File: src/rtl/ids_parcel_latch.sv
// Decode-side parcel latch: sizes pre-fetch instructions (16/32-bit), acks them,
// and buffers sized entries in a 2-deep FIFO presented to execute via valid/ready.
`ifndef RV_SOFID_RANGE
`define RV_SOFID_RANGE 3:0
`endif

module ids_parcel_latch #(
    parameter bit C_RVC_EN = 1'b1
) (
    input  logic                    clk_i,
    input  logic                    resetb_i,
    input  logic                    clk_en_i,
    input  logic                    pfu_dav_i,
    output logic                    pfu_ack_o,
    output logic [1:0]              pfu_ack_size_o,
    input  logic [`RV_SOFID_RANGE]  pfu_sofid_i,
    input  logic [31:0]             pfu_ins_i,
    input  logic                    pfu_ferr_i,
    input  logic [31:0]             pfu_pc_i,
    input  logic                    exs_pc_wr_i,
    output logic                    ids_valid_o,
    input  logic                    ids_ready_i,
    output logic [31:0]             ids_ins_o,
    output logic                    ids_rvc_o,
    output logic                    ids_ilgl_o,
    output logic                    ids_ferr_o,
    output logic [`RV_SOFID_RANGE]  ids_sofid_o,
    output logic [31:0]             ids_pc_o,
    output logic [31:0]             ids_pc_next_o
);

    typedef struct packed {
        logic [31:0]            ins;
        logic                   rvc;
        logic                   ilgl;
        logic                   ferr;
        logic [`RV_SOFID_RANGE] sofid;
        logic [31:0]            pc;
        logic [31:0]            pc_next;
    } entry_t;

    entry_t     entry_q [2];
    entry_t     entry_d;
    logic       rd_ptr_q;
    logic       wr_ptr_q;
    logic [1:0] count_q;
    logic [1:0] count_d;
    logic       full_q;
    logic       ins_is16;
    logic       rvc;
    logic       push;
    logic       pop;

    always_comb begin
        ins_is16 = (pfu_ins_i[1:0] != 2'b11);
        rvc      = C_RVC_EN & ~pfu_ferr_i & ins_is16;
        // Reset gates the ack so the pre-fetch unit never sees an accept while held in reset.
        push     = resetb_i & clk_en_i & pfu_dav_i & ~full_q & ~exs_pc_wr_i;
        pop      = ids_valid_o & ids_ready_i & clk_en_i & ~exs_pc_wr_i;
        count_d  = count_q + {1'b0, push} - {1'b0, pop};

        entry_d.ins     = rvc ? {16'b0, pfu_ins_i[15:0]} : pfu_ins_i;
        entry_d.rvc     = rvc;
        entry_d.ilgl    = ~C_RVC_EN & ~pfu_ferr_i & ins_is16;
        entry_d.ferr    = pfu_ferr_i;
        entry_d.sofid   = pfu_sofid_i;
        entry_d.pc      = pfu_pc_i;
        entry_d.pc_next = pfu_pc_i + (rvc ? 32'd2 : 32'd4);
    end

    assign pfu_ack_o      = push;
    assign pfu_ack_size_o = rvc ? 2'b01 : 2'b10;

    assign ids_valid_o    = (count_q != 2'd0);
    assign ids_ins_o      = entry_q[rd_ptr_q].ins;
    assign ids_rvc_o      = entry_q[rd_ptr_q].rvc;
    assign ids_ilgl_o     = entry_q[rd_ptr_q].ilgl;
    assign ids_ferr_o     = entry_q[rd_ptr_q].ferr;
    assign ids_sofid_o    = entry_q[rd_ptr_q].sofid;
    assign ids_pc_o       = entry_q[rd_ptr_q].pc;
    assign ids_pc_next_o  = entry_q[rd_ptr_q].pc_next;

    always_ff @(posedge clk_i or negedge resetb_i) begin
        if (!resetb_i) begin
            count_q  <= 2'd0;
            rd_ptr_q <= 1'b0;
            wr_ptr_q <= 1'b0;
            full_q   <= 1'b0;
            for (int i = 0; i < 2; i++) begin
                entry_q[i] <= '0;
            end
        end else if (clk_en_i) begin
            if (exs_pc_wr_i) begin
                // Payload is left stale; an empty count keeps it invisible.
                count_q  <= 2'd0;
                rd_ptr_q <= 1'b0;
                wr_ptr_q <= 1'b0;
                full_q   <= 1'b0;
            end else begin
                if (push) begin
                    entry_q[wr_ptr_q] <= entry_d;
                    wr_ptr_q          <= ~wr_ptr_q;
                end
                if (pop) begin
                    rd_ptr_q <= ~rd_ptr_q;
                end
                count_q <= count_d;
                full_q  <= (count_d == 2'd2);
            end
        end
    end

endmodule
File: config.mk
export PLATFORM = sky130hd
export DESIGN_NAME = ids_parcel_latch
export DESIGN_NICKNAME = d
export VERILOG_FILES = /design/src/rtl/ids_parcel_latch.sv
export SDC_FILE = /design/constraint.sdc
export NUM_CORES = 1
export LEC_CHECK = 0
export ABC_AREA = 1
export CORE_MARGIN = 3
export CORE_UTILIZATION = 36
export DETAILED_ROUTE_END_ITERATION = 12
export GPL_TIMING_DRIVEN = 0
export HOLD_SLACK_MARGIN = 0.15
export PLACE_DENSITY = 0.67
export SLEW_MARGIN = 15
export SYNTH_ARGS = -nofsm -noshare
export SYNTH_HDL_FRONTEND = slang
export SYNTH_SLANG_ARGS = --single-unit
File: constraint.sdc
create_clock -name clk_i -period 3.29 [get_ports clk_i]
set_input_delay 0.658 -clock clk_i [delete_from_list [all_inputs] [get_ports clk_i]]
set_output_delay 0.658 -clock clk_i [all_outputs]
set_load 0.01 [all_outputs]
==> results.py <==
metrics = {
    "setup_path": {
        "path_buf_inv": 3,
        "critPathMaxStageDelay_ps": 560,
        "r2r.worst_path.cells": 8,
        "crit_top_cell": "nand2_1",
        "arrival_ps": 2530,
        "cp_max_fo": 10,
        "worstSetupPathDepth": 5,
        "critPathLaunchType": "flip-flop",
        "slowest_stage": "clkdlybuf4s50_1",
        "path_class": "reg2out",
        "cp-end-kind": "output port",
        "cp.required_ps": 2630,
        "cpLargestDelayFamily": "buffers and inverters",
        "path_cells": "inv_2 > clkbuf_1 > nand2_1 > nand2_1 > clkdlybuf4s50_1",
    },
    "routing": {
        "ant_nets": 0,
        "dr.pass1.iters": 5,
        "vias_per_cell": 4.769,
        "drc_errors": 0,
        "first_iter_violations": 956,
        "num_vias": 9314,
        "routed_wl_mm": 31.76,
        "wl_per_cell_um": 16.26,
    },
    "global_route": {
        "grt-ovfl-total": 0,
        "grt_pass1_vias": 9014,
        "grt_use_total_pct": 21.28,
        "grt_pass1_wl_mm": 49.74,
        "grt_antenna_before_repair": 0,
        "grt_start_max_net_pins": 88,
    },
    "cells_and_area": {
        "fin_nets": 1645,
        "final_cells": 1953,
        "drive_above_1_share_pct": 6.831,
        "design_area_sq_mm": 0.01322,
        "post-route-util_pct": 48.76,
        "n_antenna_cell": 0,
        "syn_to_final_growth_pct": 32.62,
    },
    "synth": {
        "synth_xor_area_share_pct": 1.318,
        "yosysWarnings": 0,
        "synth_top_family_by_area": "simple AND/OR/NAND/NOR gates",
        "yosys.area.top_type": "dfrtp_1",
        "synth_adder_area_share_pct": 0.7032,
        "synth_seq_cells": 207,
        "yosys.area_share.simple_pct": 29.72,
        "syn-cell-area_sq_mm": 0.009965,
        "synth.area.top_cells": "dfrtp_1, nand2_1, inv_1",
        "synth_cells": 1354,
        "syn_area_per_cell_sq_um": 7.359,
        "seq_area_frac_synth_pct": 51.98,
        "synth_compound_area_share_pct": 8.451,
        "synth_nets": 1434,
        "synthMuxAreaShare_pct": 0,
        "synth_top_area_share_pct": 51.98,
        "yosysUniqueCellTypes": 26,
    },
    "place": {
        "dp_hpwl_mm": 22.82,
        "gp_congestion": 0.9414,
        "dp_cells": 1908,
        "post_dp_cell_area_sq_mm": 0.01229,
        "port_buffers": 180,
        "pre_cts_slack_ps": -653.1,
    },
    "pwr": {
        "power_density_mw_per_mm2": 652.8,
        "peakVddDrop_v": 0.0005039,
        "leakage_nw": 6.753,
    },
    "clocking": {
        "clk_latency_ps": 510,
        "ctsHtreeMaxLevel": 1,
        "cts_setup_buffers": 0,
        "cts.sinks": 207,
        "cts_buffers": 24,
        "cts_tree": "built",
        "clockBufferDepth": 3,
        "ctsRootBufferMaster": "clkbuf_16",
        "cts.clk_slew.worst_paths_ps": 60,
    },
    "sta": {
        "fmax_mhz": 313.3,
        "hold_viol": 0,
        "maxSlewViolCount": 0,
        "tightest_slew_ps": 663.8,
        "fin_crit_sh_pct": 97.03,
        "timing.hold.ws_ps": 478.4,
        "maxSlewHeadroom_pct": 55.75,
        "finClkSkew_ps": 9.365,
        "fin_ws_ps": 97.73,
        "finalSetupViolCount": 0,
        "rsz0062_at_grt": "false",
        "post-route-min-period_ps": 3192,
    },
    "run": {
        "max_cap_violations": 0,
    },
    "floorplanning": {
        "chipWidth_um": 172.4,
        "die_h_um": 172.4,
        "io_pins": 182,
        "dieArea_sq_mm": 0.02971,
        "rows": 60,
        "initial_core_util_pct": 36.77,
        "design.core.area_sq_mm": 0.02710,
    },
    "worst_hold_path": {
        "whs_path_depth": 2,
        "hp-class": "reg2reg",
    },
    "outcome": {
        "status": "completed",
    },
}
final timing paths:
check | startpoint | slack, ps | to
min | entry_q[13]$_DFFE_PN0P_ | 480 | entry_q[13]$_DFFE_PN0P_
min reg2reg | entry_q[13]$_DFFE_PN0P_ | 480 | entry_q[13]$_DFFE_PN0P_
max reg2reg | full_q$_DFFE_PN0P_ | 1590 | entry_q[49]$_DFFE_PN0P_
min in group asynchronous | resetb_i | 740 | entry_q[105]$_DFFE_PN0P_
max in group asynchronous | resetb_i | 1280 | entry_q[26]$_DFFE_PN0P_
max | rd_ptr_q$_DFFE_PN0P_ | 100 | ids_pc_o[16]
Yosys cell counts:
library cell	n
inv_1	113
o22ai_1	1
nand4_1	2
clkinv_1	2
nand3_1	27
buf_2	31
o21ai_1	81
a21oi_1	2
buf_4	9
nor2_1	58
xor2_1	14
and2_1	1
nand3_2	1
nand2_2	3
fa_1	1
nor2_4	1
nand2_1	676
conb_1	1
inv_2	3
o21ai_0	84
clkbuf_1	28
nor2_2	2
ha_1	4
dfrtp_1	207
clkbuf_2	1
xnor2_1	1
stage by stage:
step                      power (W)  TNS (ps)
after floorplan            0.004634         0
after detailed placement   0.005933    -22300
after global placement     0.005875  -2952970
final                      0.008626         0
after global routing       0.009123         0
after CTS                  0.008703         0
power breakdown:
group / internal, W / leakage, nW / switching, W
Sequential: 0.00320 / 2.67 / 0.000321
Combinational: 0.00118 / 3.69 / 0.00120
Clock: 0.00166 / 0.393 / 0.00107
kinds of logic (layout without fill, tap and decap cells):
group,Yosys count,after routing
and+or+nand+nor,771,771
DFF,207,207
other,1,1
AOI/OAI and AO/OA,168,168
buffers and inverters,187,414
xor gates and xnor gates,15,15
adders and majority gates,5,5
cells in the final DEF, fill, tap and decap left out, drive strengths merged:
cell	instances
nand3	28
a21oi	2
o22ai	1
nand2	679
inv	118
and2	1
dlygate4sd3	2
clkdlybuf4s50	179
conb	1
xnor2	1
xor2	14
clkinv	3
nand4	2
clkinvlp	1
o21ai	165
dfrtp	207
buf	45
bufinv	2
fa	1
clkbuf	64
ha	4
nor2	61
state kept, by name (all words and copies together) (netlist names):
name      flops
count_q       2
wr_ptr_q      1
entry_q     202
rd_ptr_q      1
full_q        1
cell type report:
cell class	instances	area [sq um]
buffer	67	347.8
clock inverter	6	88.84
tap	372	465.4
multi-input combinational	960	4009
timing repair buffer	187	1962
inverter	118	445.4
fill	2696	13890
clock buffer	36	716.9
sequential	207	5180
metal layers:
metal / vias up / wire length (um) / global-route usage, %
met3: 42 / 1945 / 2.789
li1: 4555 / - / -
met5: - / 0 / 0
met2: 311 / 14080 / 33.31
met1: 4406 / 14940 / 31.50
met4: 0 / 791 / 5.102
tightest hold or removal path: stages (launching register included):
cell	delay, ps
dfrtp_1	340
nand2_1	60
nand2_1	50
what timing repair did:
| action | in CTS | in global routing |
|---|---|---|
| hold buffers | 4 | 0 |
| endpoints found under the setup margin | 94 | 52 |
| gates cloned | 0 | 1 |
| hold endpoints to repair | 53 | 0 |
| resized for setup | 15 | 5 |
(Power assumes the default switching activity.)
